### src/rtl/paddle_if.sv
// paddle_if -- bundles the per-frame control inputs and the paddle geometry
// outputs of paddle_ctrl.
//
// Ports (through modports):
//   in_ani_stb     one-cycle animation strobe, one per frame
//   in_animate     state updates only while high
//   in_button_up   manual move up request
//   in_button_down manual move down request
//   in_mode_auto   1 = track in_ball_y, 0 = buttons
//   in_ball_y      ball centre y for auto mode (12 bits)
//   out_x1/out_x2  paddle left/right edge (12 bits each)
//   out_y1/out_y2  paddle top/bottom edge (12 bits each)
//   out_moving     FSM is in MOVE
//   out_at_top     y sits on the upper clamp
//   out_at_bottom  y sits on the lower clamp
//   dbg_*          internal state (FSM, direction, speed, hold counter)
//
// Handshake: in_ani_stb is the only qualifier. A cycle with in_ani_stb=1 and
// in_animate=1 is an update; the block is always ready, so every such cycle
// is consumed immediately and nothing is ever back-pressured.
interface paddle_if;
  logic        in_ani_stb;
  logic        in_animate;
  logic        in_button_up;
  logic        in_button_down;
  logic        in_mode_auto;
  logic [11:0] in_ball_y;
  logic [11:0] out_x1;
  logic [11:0] out_x2;
  logic [11:0] out_y1;
  logic [11:0] out_y2;
  logic        out_moving;
  logic        out_at_top;
  logic        out_at_bottom;
  logic        dbg_state;
  logic        dbg_dir;
  logic [7:0]  dbg_speed;
  logic [7:0]  dbg_counter;

  modport master (
    output in_ani_stb, in_animate, in_button_up, in_button_down,
           in_mode_auto, in_ball_y,
    input  out_x1, out_x2, out_y1, out_y2, out_moving, out_at_top,
           out_at_bottom, dbg_state, dbg_dir, dbg_speed, dbg_counter
  );

  modport slave (
    input  in_ani_stb, in_animate, in_button_up, in_button_down,
           in_mode_auto, in_ball_y,
    output out_x1, out_x2, out_y1, out_y2, out_moving, out_at_top,
           out_at_bottom, dbg_state, dbg_dir, dbg_speed, dbg_counter
  );
endinterface

### src/rtl/paddle_ctrl.sv
// paddle_ctrl -- vertical paddle with accelerating button/auto movement.
//
// Ports:
//   in_clock    single clock, all state on its rising edge
//   in_reset_n  synchronous active-low reset
//   bus         paddle_if.slave: frame strobe, controls, geometry outputs
//
// Each update (strobe while animating) computes a requested direction, runs
// the IDLE/MOVE speed ramp, and moves y by direction*speed using the speed
// just computed. Hitting a clamp drops the ramp back to IDLE.
module paddle_ctrl #(
  parameter int H_SIZE       = 10,
  parameter int V_SIZE       = 90,
  parameter int IX           = 10,
  parameter int IY           = 240,
  parameter int MAX_SPEED    = 6,
  parameter int ACCEL_FRAMES = 4,
  parameter int TOP_MARGIN   = 5,
  parameter int AI_DEADZONE  = 8,
  parameter int D_WIDTH      = 639,
  parameter int D_HEIGHT     = 470
) (
  input  logic     in_clock,
  input  logic     in_reset_n,
  paddle_if.slave  bus
);
  localparam int YMIN = V_SIZE + TOP_MARGIN;
  localparam int YMAX = D_HEIGHT - V_SIZE - 1;
  localparam int SW   = $clog2(MAX_SPEED + 1);
  localparam int CW   = (ACCEL_FRAMES > 1) ? $clog2(ACCEL_FRAMES) : 1;

  localparam logic signed [13:0] YMIN_S = 14'(YMIN);
  localparam logic signed [13:0] YMAX_S = 14'(YMAX);
  localparam logic signed [13:0] DZ_S   = 14'(AI_DEADZONE);
  localparam logic [SW-1:0]      SPD_MAX = SW'(MAX_SPEED);
  localparam logic [CW-1:0]      CNT_MAX = CW'(ACCEL_FRAMES - 1);

  typedef enum logic {IDLE = 1'b0, MOVE = 1'b1} state_t;

  state_t        state_q, state_d;
  logic          dir_q, dir_d;        // 1 = +1 (down the screen), 0 = -1
  logic [SW-1:0] speed_q, speed_d;
  logic [CW-1:0] cnt_q, cnt_d;
  logic [11:0]   x_q, y_q, y_d;

  logic               req_up, req_dn;
  logic signed [13:0] y_s, ball_s, spd_s, y_sum;

  assign y_s    = $signed({2'b00, y_q});
  assign ball_s = $signed({2'b00, bus.in_ball_y});

  // Requested direction; buttons are ignored entirely in auto mode.
  always_comb begin
    req_up = 1'b0;
    req_dn = 1'b0;
    if (bus.in_mode_auto) begin
      req_dn = ball_s > (y_s + DZ_S);
      req_up = (ball_s + DZ_S) < y_s;
    end else begin
      req_dn = bus.in_button_down & ~bus.in_button_up;
      req_up = bus.in_button_up & ~bus.in_button_down;
    end
  end

  always_comb begin
    state_d = state_q;
    dir_d   = dir_q;
    speed_d = speed_q;
    cnt_d   = cnt_q;
    y_d     = y_q;
    spd_s   = '0;
    y_sum   = y_s;

    if (!req_up && !req_dn) begin
      state_d = IDLE;
      speed_d = '0;
      cnt_d   = '0;
    end else if (state_q == IDLE || req_dn != dir_q) begin
      // Fresh start or reversal: restart the ramp in the new direction.
      state_d = MOVE;
      dir_d   = req_dn;
      speed_d = SW'(1);
      cnt_d   = '0;
    end else if (cnt_q == CNT_MAX) begin
      cnt_d = '0;
      if (speed_q != SPD_MAX) speed_d = speed_q + SW'(1);
    end else begin
      cnt_d = cnt_q + CW'(1);
    end

    // Position uses the speed computed in this same update.
    spd_s = $signed(14'(speed_d));
    y_sum = dir_d ? (y_s + spd_s) : (y_s - spd_s);

    if (y_sum > YMAX_S) begin
      y_d     = 12'(YMAX);
      state_d = IDLE;
      speed_d = '0;
      cnt_d   = '0;
    end else if (y_sum < YMIN_S) begin
      y_d     = 12'(YMIN);
      state_d = IDLE;
      speed_d = '0;
      cnt_d   = '0;
    end else begin
      y_d = y_sum[11:0];
    end
  end

  always_ff @(posedge in_clock) begin
    if (!in_reset_n) begin
      x_q     <= 12'(IX);
      y_q     <= 12'(IY);
      state_q <= IDLE;
      dir_q   <= 1'b1;
      speed_q <= '0;
      cnt_q   <= '0;
    end else if (bus.in_animate && bus.in_ani_stb) begin
      x_q     <= x_q;
      y_q     <= y_d;
      state_q <= state_d;
      dir_q   <= dir_d;
      speed_q <= speed_d;
      cnt_q   <= cnt_d;
    end
  end

  assign bus.out_x1        = x_q - 12'(H_SIZE);
  assign bus.out_x2        = x_q + 12'(H_SIZE);
  assign bus.out_y1        = y_q - 12'(V_SIZE);
  assign bus.out_y2        = y_q + 12'(V_SIZE);
  assign bus.out_moving    = (state_q == MOVE);
  assign bus.out_at_top    = (y_q == 12'(YMIN));
  assign bus.out_at_bottom = (y_q == 12'(YMAX));

  assign bus.dbg_state   = state_q;
  assign bus.dbg_dir     = dir_q;
  assign bus.dbg_speed   = 8'(speed_q);
  assign bus.dbg_counter = 8'(cnt_q);
endmodule

### src/flat_wrapper.sv
// flat-port wrapper written by rule: the top's interface ports become plain ports
module paddle_ctrl_flat 
#(
  parameter int H_SIZE       = 10,
  parameter int V_SIZE       = 90,
  parameter int IX           = 10,
  parameter int IY           = 240,
  parameter int MAX_SPEED    = 6,
  parameter int ACCEL_FRAMES = 4,
  parameter int TOP_MARGIN   = 5,
  parameter int AI_DEADZONE  = 8,
  parameter int D_WIDTH      = 639,
  parameter int D_HEIGHT     = 470
)
  (in_clock, in_reset_n, bus_in_ani_stb, bus_in_animate, bus_in_button_up, bus_in_button_down, bus_in_mode_auto, bus_in_ball_y, bus_out_x1, bus_out_x2, bus_out_y1, bus_out_y2, bus_out_moving, bus_out_at_top, bus_out_at_bottom, bus_dbg_state, bus_dbg_dir, bus_dbg_speed, bus_dbg_counter);
  paddle_if bus_i ();
  input  logic in_clock;
  input  logic in_reset_n;
  input wire logic [$bits(bus_i.in_ani_stb)-1:0] bus_in_ani_stb;
  input wire logic [$bits(bus_i.in_animate)-1:0] bus_in_animate;
  input wire logic [$bits(bus_i.in_button_up)-1:0] bus_in_button_up;
  input wire logic [$bits(bus_i.in_button_down)-1:0] bus_in_button_down;
  input wire logic [$bits(bus_i.in_mode_auto)-1:0] bus_in_mode_auto;
  input wire logic [$bits(bus_i.in_ball_y)-1:0] bus_in_ball_y;
  output wire logic [$bits(bus_i.out_x1)-1:0] bus_out_x1;
  output wire logic [$bits(bus_i.out_x2)-1:0] bus_out_x2;
  output wire logic [$bits(bus_i.out_y1)-1:0] bus_out_y1;
  output wire logic [$bits(bus_i.out_y2)-1:0] bus_out_y2;
  output wire logic [$bits(bus_i.out_moving)-1:0] bus_out_moving;
  output wire logic [$bits(bus_i.out_at_top)-1:0] bus_out_at_top;
  output wire logic [$bits(bus_i.out_at_bottom)-1:0] bus_out_at_bottom;
  output wire logic [$bits(bus_i.dbg_state)-1:0] bus_dbg_state;
  output wire logic [$bits(bus_i.dbg_dir)-1:0] bus_dbg_dir;
  output wire logic [$bits(bus_i.dbg_speed)-1:0] bus_dbg_speed;
  output wire logic [$bits(bus_i.dbg_counter)-1:0] bus_dbg_counter;
  assign bus_i.in_ani_stb = bus_in_ani_stb;
  assign bus_i.in_animate = bus_in_animate;
  assign bus_i.in_button_up = bus_in_button_up;
  assign bus_i.in_button_down = bus_in_button_down;
  assign bus_i.in_mode_auto = bus_in_mode_auto;
  assign bus_i.in_ball_y = bus_in_ball_y;
  assign bus_out_x1 = bus_i.out_x1;
  assign bus_out_x2 = bus_i.out_x2;
  assign bus_out_y1 = bus_i.out_y1;
  assign bus_out_y2 = bus_i.out_y2;
  assign bus_out_moving = bus_i.out_moving;
  assign bus_out_at_top = bus_i.out_at_top;
  assign bus_out_at_bottom = bus_i.out_at_bottom;
  assign bus_dbg_state = bus_i.dbg_state;
  assign bus_dbg_dir = bus_i.dbg_dir;
  assign bus_dbg_speed = bus_i.dbg_speed;
  assign bus_dbg_counter = bus_i.dbg_counter;
  paddle_ctrl #(.H_SIZE(H_SIZE), .V_SIZE(V_SIZE), .IX(IX), .IY(IY), .MAX_SPEED(MAX_SPEED), .ACCEL_FRAMES(ACCEL_FRAMES), .TOP_MARGIN(TOP_MARGIN), .AI_DEADZONE(AI_DEADZONE), .D_WIDTH(D_WIDTH), .D_HEIGHT(D_HEIGHT)) u_core (.in_clock(in_clock), .in_reset_n(in_reset_n), .bus(bus_i));
endmodule
### config.mk
export PLATFORM = sky130hd
export DESIGN_NAME = paddle_ctrl_flat
export DESIGN_NICKNAME = d
export VERILOG_FILES = /design/src/rtl/paddle_if.sv /design/src/rtl/paddle_ctrl.sv /design/src/flat_wrapper.sv
export SDC_FILE = /design/constraint.sdc
export NUM_CORES = 1
export LEC_CHECK = 0
export CELL_PAD_IN_SITES_DETAIL_PLACEMENT = 2
export CELL_PAD_IN_SITES_GLOBAL_PLACEMENT = 2
export CORE_MARGIN = 1
export CORE_UTILIZATION = 29
export CTS_CLUSTER_SIZE = 25
export DETAILED_ROUTE_END_ITERATION = 10
export PLACE_DENSITY_LB_ADDON = 0.1
export SYNTH_ARGS = -nofsm -noshare
export SYNTH_HDL_FRONTEND = slang
export SYNTH_SLANG_ARGS = --single-unit
### constraint.sdc
create_clock -name in_clock -period 15.4 [get_ports in_clock]
set_input_delay 3.85 -clock in_clock [delete_from_list [all_inputs] [get_ports in_clock]]
set_output_delay 3.85 -clock in_clock [all_outputs]
set_load 0.1 [all_outputs]
==> flow_metrics.py, run 1 <==
metrics = {
    "worst_setup_path": {
        "reg2reg_slack_ps": 7370,
        "cp-start-kind": "input port",
        "crit_path_start": "bus_in_ball_y[3]",
        "rr_startpoint": "u_core.y_q[3]",
        "worstPathArrival_ps": 10380,
        "cp.required_ps": 15510,
        "crit_fanout": 10,
        "setup.worst_path.class": "input port to register",
        "cp-end-kind": "register",
    },
    "cts": {
        "cts_hold_buf": 0,
        "tritoncts": "built",
        "cts_resized": 0,
        "clk_latency_ps": 260,
        "post_cts_buffers": 0,
        "cts_buffers": 3,
        "clk_path_buf_depth": 2,
        "numClockSinks": 19,
        "clockRootBuffer": "clkbuf_8",
        "h-tree-depth": 1,
        "clk_pin_slew_ps": 80,
    },
    "routing": {
        "drt_iter0_markers": 93,
        "via_per_inst": 5.15,
        "ant_nets": 0,
        "drt_wl_total_um": 10700,
        "drcViolationCount": 1,
        "wire_per_inst_um": 18.7,
        "drtPass1Iterations": 7,
        "num_vias": 2948,
    },
    "final_layout": {
        "layout_commonest_cell": "clkdlybuf4s50_1",
        "drive_gt1_share_pct": 4.82,
        "stdcell_area_um2": 3550,
        "antenna_cells": 0,
        "syn2layout_area_growth_pct": 16.6,
        "fin_nets": 494,
        "final_cell_mix": "clkdlybuf4s50_1 (52), ha_1 (36), conb_1 (35)",
    },
    "floorplan": {
        "die_h_um": 104,
        "dieArea_um2": 10900,
        "fp.dieW_um": 104,
        "start_util_pct": 29.8,
        "core_um2": 10200,
        "ioPinCount": 88,
        "rows": 37,
    },
    "sta": {
        "fin_crit_sh_pct": 66.7,
        "worst_pin_slew_ps": 998,
        "fmax_mhz": 97.4,
        "setup_violations": 0,
        "maxSlewViolCount": 0,
        "rsz0062_at_grt": "false",
        "hold_viol_final": 0,
        "clock_skew_ps": 5.39,
        "slew_headroom_pct": 33.3,
        "setup_tns_ps": 0,
        "post-route-min-period_ps": 10270,
    },
    "status": {
        "status": "complete, but fails checks",
        "violations": "DRC",
    },
    "logic_synthesis": {
        "synth_cell_type_count": 69,
        "yosys_register_bits": 19,
        "ys_seq_area_share_pct": 12.5,
        "yosysWarnings": 0,
        "synth_area_um2": 3050,
        "syn-instance-count": 400,
        "synth_edf_count": 0,
        "dominantRegCellSynth": "dfxtp_1",
        "synthArstFlopShare_pct": 0,
        "syn_area_per_cell_um2": 7.61,
    },
    "pwr": {
        "powerDensity_nw_per_um2": 73.4,
        "peakVddDrop_v": 0.0000419,
        "p_leak_uw": 0.00139,
        "total_power_uw": 261,
    },
    "placement": {
        "place.detailed.hpwl_um": 8890,
        "place_area_um2": 3500,
        "place_congestion": 0.762,
        "io_buffers": 52,
    },
    "global_route": {
        "grt_util_all_layers_pct": 20.0,
        "grt_start_max_net_pins": 21,
        "grt_pass1_vias": 3159,
        "grt_pass1_wl_um": 17500,
        "grt-ovfl-total": 0,
        "grt_antenna_before_repair": 0,
    },
    "run": {
        "cap_violations": 0,
    },
    "hold_path": {
        "hold_class": "register to register",
        "min-delay-start": "u_core.speed_q[0]",
    },
}
[registers in the layout, summed over array words and instances, names as in the netlist]
name                  flops
u_core.bus.dbg_state      1
u_core.bus.dbg_dir        1
u_core.y_q               12
u_core.cnt_q              2
u_core.speed_q            3
[final timing paths]
check | depth (start not counted) | end
max | 22 | u_core.y_q[4]
min | 1 | u_core.speed_q[0]
max reg2reg | 24 | u_core.y_q[4]
min reg2reg | 1 | u_core.speed_q[0]
[Yosys cell counts, types with 4 or more instances]
cell / number / area share (%)
inv_1: 24 / 3.0
clkbuf_1: 8 / 0.99
nand2_1: 31 / 3.8
nand3_1: 16 / 2.6
or3_1: 4 / 0.82
nor2b_1: 6 / 1.2
buf_4: 40 / 9.9
a211oi_1: 4 / 0.99
a32oi_1: 4 / 1.2
and2_1: 7 / 1.4
nor3_1: 11 / 1.8
and3_1: 6 / 1.2
nand4_1: 9 / 1.8
nor4_1: 4 / 0.82
ha_1: 36 / 15
a21oi_1: 15 / 2.5
o211ai_1: 4 / 0.99
dfxtp_1: 19 / 12
xnor2_1: 33 / 9.5
nor2_1: 22 / 2.7
o22ai_1: 5 / 1.0
o21ai_0: 20 / 3.3
[worst max-delay path: stages]
cell             delay [ps]
clkdlybuf4s50_1         630
ha_1                    310
nand3_1                 120
xnor2_1                 150
ha_1                    310
a211oi_1                220
o21ai_0                 110
a21oi_1                 340
a21oi_1                 130
nand2_1                 160
nand2_1                 130
a211oi_1                530
inv_1                   170
fa_1                    470
a211o_2                 350
or4_1                   480
or3_1                   370
o211ai_2                110
or4b_4                  510
o211ai_2                230
nor3b_4                 500
a32oi_1                 170
[per-stage QoR]
stage	hold WS, ps	std cells	util [%]	setup WS, ps
2_1_floorplan	582	433	-	6480
3_3_place_gp	530	568	34.2	5040
3_5_place_dp	536	568	34.2	4800
4_1_cts	559	572	34.7	5060
5_1_grt	583	572	34.7	4580
6_report	559	572	34.7	5130
[power by group]
part | switching [µW] | internal (µW)
clock | 17.9 | 18.0
sequential | 6.35 | 51.1
combinational | 128 | 38.9
total | 152 | 108
[routing by layer]
metal  vias up  global-route usage (%)  wire [µm]
li1       1424                       -          -
met1      1463                    27.5       5250
met2        55                    34.4       5170
met3         6                    1.82        206
met4         0                    2.96         82
met5         -                       0          0
[area by class of cell]
type / instances / area [µm²]
Tap cell: 136 / 170
Fill cell: 1215 / 6680
Inverter: 26 / 97.6
Sequential cell: 19 / 380
Timing Repair Buffer: 53 / 528
Clock buffer: 3 / 41.3
Clock inverter: 1 / 5.00
Multi-Input combinational cell: 334 / 2330
[logic make-up after synthesis]
| group | Yosys count | share of synthesized area [%] |
|---|---|---|
| compound gates | 88 | 21.4 |
| mux | 3 | 1.03 |
| buf+inv | 80 | 15.2 |
| simple gates | 135 | 23.5 |
| xor+xnor | 35 | 10.1 |
| other cells | 2 | 0.247 |
| flops | 19 | 12.5 |
| fa+ha+maj | 38 | 16.1 |
(Power assumes the default switching activity.)
==> run 2, diff against run 1 <==
--- a/config.mk
+++ b/config.mk
@@ -8,7 +8,7 @@
 export CELL_PAD_IN_SITES_DETAIL_PLACEMENT = 2
 export CELL_PAD_IN_SITES_GLOBAL_PLACEMENT = 2
 export CORE_MARGIN = 1
-export CORE_UTILIZATION = 29
+export CORE_UTILIZATION = 27
 export CTS_CLUSTER_SIZE = 25
 export DETAILED_ROUTE_END_ITERATION = 10
 export PLACE_DENSITY_LB_ADDON = 0.1
==> constraint.sdc (replaced) <==
create_clock -name in_clock -period 10 [get_ports in_clock]
set_input_delay 2.5 -clock in_clock [delete_from_list [all_inputs] [get_ports in_clock]]
set_output_delay 2.5 -clock in_clock [all_outputs]
set_load 0.1 [all_outputs]
==> flow_metrics.py, run 2 (synthesis gave the netlist of run 1 again) <==
metrics = {
    "floorplan": {
        "start_util_pct": 27.8,
        "die_h_um": 108,
        "core_um2": 10900,
        "dieArea_um2": 11700,
        "rows": 38,
        "fp.dieW_um": 108,
        "ioPinCount": 88,
    },
    "cts": {
        "cts_buffers": 3,
        "post_cts_buffers": 0,
        "clk_pin_slew_ps": 60,
        "h-tree-depth": 1,
        "clk_path_buf_depth": 2,
        "cts_resized": 0,
        "cts_hold_buf": 0,
        "tritoncts": "built",
        "clk_latency_ps": 250,
        "clockRootBuffer": "clkbuf_16",
        "numClockSinks": 19,
    },
    "worst_setup_path": {
        "reg2reg_slack_ps": 2120,
        "r2r_cells": 24,
        "crit_fanout": 10,
        "slowest_stage": "clkdlybuf4s50_1",
        "cp-end-kind": "register",
        "setup.worst_path.class": "input port to register",
        "cp-start-kind": "input port",
        "rr_startpoint": "u_core.y_q[4]",
        "worstPathArrival_ps": 9090,
        "path_cells": "clkdlybuf4s50_1 -> ha_1 -> nand3_1 -> xnor2_1 -> ha_1 -> a211oi_1 -> o21ai_0 -> a21oi_1 -> a21oi_1 -> nand2_1 -> nand2_1 -> a211oi_1 -> inv_1 -> fa_1 -> a211o_2 -> or4_1 -> or3_1 -> o211ai_2 -> or4b_4 -> o211ai_2 -> nor3b_4 -> a32oi_1",
        "worstReg2RegEnd": "u_core.y_q[4]",
        "max_stage_delay_ps": 620,
        "cp.required_ps": 10090,
    },
    "routing": {
        "drcViolationCount": 0,
        "ant_nets": 0,
        "drt_iter0_markers": 102,
        "drtPass1Iterations": 4,
        "wire_per_inst_um": 19.2,
        "via_per_inst": 5.15,
        "drt_wl_total_um": 11100,
        "num_vias": 2974,
    },
    "final_layout": {
        "fin_util_pct": 32.9,
        "final_cell_mix": "clkdlybuf4s50_1 (52), ha_1 (36), conb_1 (35)",
        "nFillCells": 1289,
        "syn2layout_area_growth_pct": 18.1,
        "largest_reg_flops": 12,
        "multiInputGateArea_um2": 2330,
        "drive_gt1_share_pct": 5.03,
        "seqCellArea_um2": 380,
        "antenna_cells": 0,
        "top_register": "u_core.y_q",
        "layout_commonest_cell": "clkdlybuf4s50_1",
        "fin_nets": 495,
        "top_regs": "u_core.y_q (12), u_core.speed_q (3), u_core.cnt_q (2)",
    },
    "pwr": {
        "p_leak_uw": 0.00141,
        "total_power_uw": 431,
        "powerDensity_nw_per_um2": 120,
        "peakVddDrop_v": 0.0000686,
    },
    "sta": {
        "setup_violations": 0,
        "setup_tns_ps": 0,
        "hold_viol_final": 0,
        "worst_pin_slew_ps": 986,
        "clock_skew_ps": 3.80,
        "post-route-min-period_ps": 9000,
        "fin_crit_sh_pct": 90.0,
        "setup_ws_ps": 1000,
        "rsz0062_at_grt": "false",
        "slew_headroom_pct": 34.0,
        "maxSlewViolCount": 0,
        "fmax_mhz": 111,
    },
    "hold_path": {
        "min-delay-start": "u_core.cnt_q[1]",
        "hold_end": "u_core.cnt_q[1]",
        "hold_depth": 1,
        "hold_class": "register to register",
    },
    "placement": {
        "place_congestion": 0.779,
        "place.detailed.hpwl_um": 9120,
        "io_buffers": 52,
        "place_ws_ps": 614,
    },
    "status": {
        "status": "finished, final reports clean",
    },
    "global_route": {
        "grt_pass1_vias": 3114,
        "grt_antenna_before_repair": 0,
        "grt_util_all_layers_pct": 19.5,
        "grt_pass1_wl_um": 17500,
        "grt_start_max_net_pins": 21,
        "grt-ovfl-total": 0,
    },
    "run": {
        "cap_violations": 0,
    },
}
-- run 2: per-stage QoR --
stage                     cell area [µm²]  std cells  hold slack (ps)
final                                3600        577              523
after global routing                 3600        577              560
after CTS                            3600        577              530
after detailed placement             3520        573              517
after global placement               3520        573              514
after floorplan                      3170        433              582
-- run 2: routing by layer --
metal | track usage [%] | vias to the layer above | wire length [µm] | share of wire, %
met2 | 33.7 | 72 | 5270 | 48
li1 | - | 1424 | - | -
met3 | 2.23 | 10 | 395 | 3.6
met5 | 0 | - | 0 | 0
met1 | 26.1 | 1468 | 5270 | 48
met4 | 3.33 | 0 | 149 | 1.3
-- run 2: critical path, delay by kind of cell --
family,cells,cell delay [ps]
and+or+nand+nor,7,2270
buffers and inverters,2,790
adders and majority gates,3,1040
xor gates and xnor gates,1,180
AOI/OAI and AO/OA,9,2270
-- run 2: layout make-up --
class	instances	share of cell area (%)
well taps	140	4.87
clock buffers	3	2.09
clock inverters	1	0.139
flip-flops and latches	19	10.6
repair buffers	54	14.9
inverters	26	2.71
multi-input cells	334	64.7
-- run 2: how the worst max path moves through the flow --
stage	start	endpoint	slack (ps)
finish	bus_in_ball_y[3]	u_core.y_q[4]	1000
global placement	bus_in_ball_y[3]	u_core.y_q[4]	920
global route	bus_in_ball_y[3]	u_core.y_q[4]	430
floorplan	bus_in_ball_y[9]	u_core.y_q[7]	2430
detailed placement	bus_in_ball_y[3]	u_core.y_q[4]	610
CTS	bus_in_ball_y[3]	u_core.y_q[4]	870
-- run 2: where the power goes --
group / switching [µW] / internal (µW) / total [µW]
clock network: 28.8 / 53.6 / 82.4
registers: 8.50 / 78.9 / 87.4
logic: 201 / 60.2 / 261
==> run 3, diff against run 2 <==
==> constraint.sdc (replaced) <==
create_clock -name in_clock -period 10.09 [get_ports in_clock]
set_input_delay 2.5225 -clock in_clock [delete_from_list [all_inputs] [get_ports in_clock]]
set_output_delay 2.5225 -clock in_clock [all_outputs]
set_load 0.1 [all_outputs]
==> flow_metrics.py, run 3 (synthesis gave the netlist of run 1 again) <==
metrics = {
    "worst_setup_path": {
        "worstPathArrival_ps": 9040,
        "r2r_cells": 24,
        "rr_startpoint": "u_core.y_q[4]",
        "cp-end-kind": "register",
        "cp.required_ps": 10190,
        "crit_fanout": 10,
        "max_stage_delay_ps": 630,
        "worstReg2RegEnd": "u_core.y_q[4]",
        "cp_top_family": "simple AND/OR/NAND/NOR gates",
        "cp-start-kind": "input port",
        "setup.worst_path.class": "input port to register",
        "slowest_stage": "clkdlybuf4s50_1",
        "critPathBufInv": 2,
        "path_cells": "clkdlybuf4s50_1 -> ha_1 -> nand3_1 -> xnor2_1 -> ha_1 -> a211oi_1 -> o21ai_0 -> a21oi_1 -> a21oi_1 -> nand2_1 -> nand2_1 -> a211oi_1 -> inv_1 -> fa_1 -> a211o_2 -> or4_1 -> or3_1 -> o211ai_2 -> or4b_4 -> o211ai_2 -> nor3b_4 -> a32oi_1",
        "reg2reg_slack_ps": 2300,
    },
    "cts": {
        "clk_latency_ps": 250,
        "cts_buffers": 3,
        "cts_resized": 0,
        "tritoncts": "built",
        "clk_path_buf_depth": 2,
        "post_cts_buffers": 0,
        "cts_hold_buf": 0,
        "h-tree-depth": 1,
        "clockRootBuffer": "clkbuf_16",
        "numClockSinks": 19,
        "clk_pin_slew_ps": 60,
    },
    "hold_path": {
        "hold_class": "register to register",
        "hold_depth": 1,
        "hold_end": "u_core.cnt_q[1]",
        "min-delay-start": "u_core.cnt_q[1]",
    },
    "final_layout": {
        "layout_commonest_cell": "clkdlybuf4s50_1",
        "top_regs": "u_core.y_q (12), u_core.speed_q (3), u_core.cnt_q (2)",
        "final_cell_mix": "clkdlybuf4s50_1 (52), ha_1 (36), conb_1 (35)",
        "largest_reg_flops": 12,
        "top_register": "u_core.y_q",
        "nFillCells": 1293,
        "antenna_cells": 0,
        "fin_nets": 495,
        "syn2layout_area_growth_pct": 18.1,
        "drive_gt1_share_pct": 5.03,
        "stdcell_count": 577,
    },
    "run": {
        "cap_violations": 0,
    },
    "floorplan": {
        "die_h_um": 108,
        "ioPinCount": 88,
        "rows": 38,
        "dieArea_um2": 11700,
        "fp.dieW_um": 108,
        "start_util_pct": 27.8,
        "core_um2": 10900,
    },
    "placement": {
        "io_buffers": 52,
        "place_congestion": 0.773,
        "dp_cells": 573,
        "place.detailed.hpwl_um": 9220,
    },
    "routing": {
        "route.met3.wl_um": 379,
        "wire_per_inst_um": 19.3,
        "top_layer": "met4",
        "via_per_inst": 5.11,
        "num_vias": 2949,
        "wl_met1_um": 5250,
        "ant_nets": 0,
        "drcViolationCount": 0,
        "drt_wl_total_um": 11100,
        "drtPass1Iterations": 4,
        "drt_iter0_markers": 106,
        "dr_wl_met2_um": 5340,
    },
    "pwr": {
        "peakVddDrop_v": 0.0000863,
        "p_leak_uw": 0.00141,
        "powerDensity_nw_per_um2": 119,
    },
    "global_route": {
        "grt_pass1_wl_um": 17400,
        "grt_util_all_layers_pct": 19.3,
        "grt_start_max_net_pins": 21,
        "grt_antenna_before_repair": 0,
        "grt_pass1_vias": 3131,
        "grt-ovfl-total": 0,
    },
    "sta": {
        "post-route-min-period_ps": 8950,
        "fmax_mhz": 112,
        "hold_viol_final": 0,
        "rsz0062_at_grt": "false",
        "fin_crit_sh_pct": 88.7,
        "setup_tns_ps": 0,
        "maxSlewViolCount": 0,
        "worst_pin_slew_ps": 996,
        "clock_skew_ps": 1.63,
        "setup_violations": 0,
        "slew_headroom_pct": 33.4,
    },
    "status": {
        "status": "finished, final reports clean",
    },
}
==> run 3: area by class of cell <==
class | instances | area (µm²) | share of cell area, %
timing repair buffer | 54 | 536 | 14.9
sequential | 19 | 380 | 10.6
tap | 140 | 175 | 4.87
clock inverter | 1 | 5.00 | 0.139
clock buffer | 3 | 75.1 | 2.09
multi-input combinational | 334 | 2330 | 64.7
inverter | 26 | 97.6 | 2.71
==> run 3: per-layer routing <==
layer  up-vias  global-route usage, %
met1      1445                   25.9
met2        65                   33.3
li1       1431                      -
met3         8                   2.11
met4         0                   3.23
met5         -                      0
==> run 3: worst max path at each step <==
stage | startpoint | endpoint | depth (start not counted)
after floorplan | bus_in_ball_y[9] | u_core.y_q[7] | 20
after detailed placement | bus_in_ball_y[3] | u_core.y_q[4] | 22
after CTS | bus_in_ball_y[3] | u_core.y_q[4] | 22
final | bus_in_ball_y[3] | u_core.y_q[4] | 22
after global placement | bus_in_ball_y[3] | u_core.y_q[4] | 22
after global routing | bus_in_ball_y[3] | u_core.y_q[4] | 22
==> run 3: power breakdown <==
part,internal [µW],leakage (µW),switching (µW)
Sequential,78.2,0.000155,8.46
Combinational,59.7,0.00122,198
Clock,53.2,0.0000409,29.4
Total,191,0.00141,236
==> run 3: through the flow <==
stage / utilization [%] / total power [µW] / setup WS (ps) / instance area, µm² / hold WS, ps
finish: 32.9 / 427 / 1140 / 3600 / 540
global route: 32.9 / 447 / 709 / 3600 / 564
CTS: 32.9 / 430 / 1060 / 3600 / 536
detailed placement: 32.2 / 346 / 794 / 3520 / 523
global placement: 32.2 / 343 / 974 / 3520 / 515
floorplan: - / 299 / 2500 / 3170 / 582
==> run 3: worst register-to-register path, cell delays in order (launching register included) <==
cell and delay (ps):
dfxtp_1 570, ha_1 360, nand3_1 220, nor2_1 310, nand3_1 160, xnor2_1 190, ha_1 390, nand2_1 100
a211oi_1 240, o41ai_1 170, a2bb2oi_2 610, xnor2_1 200, and2_1 170, nand2_1 120, a211oi_1 510, inv_1 170
fa_1 460, a211o_2 350, or4_1 490, or3_1 370, o211ai_2 100, or4b_4 510, o211ai_2 230, nor3b_4 480
a32oi_1 170
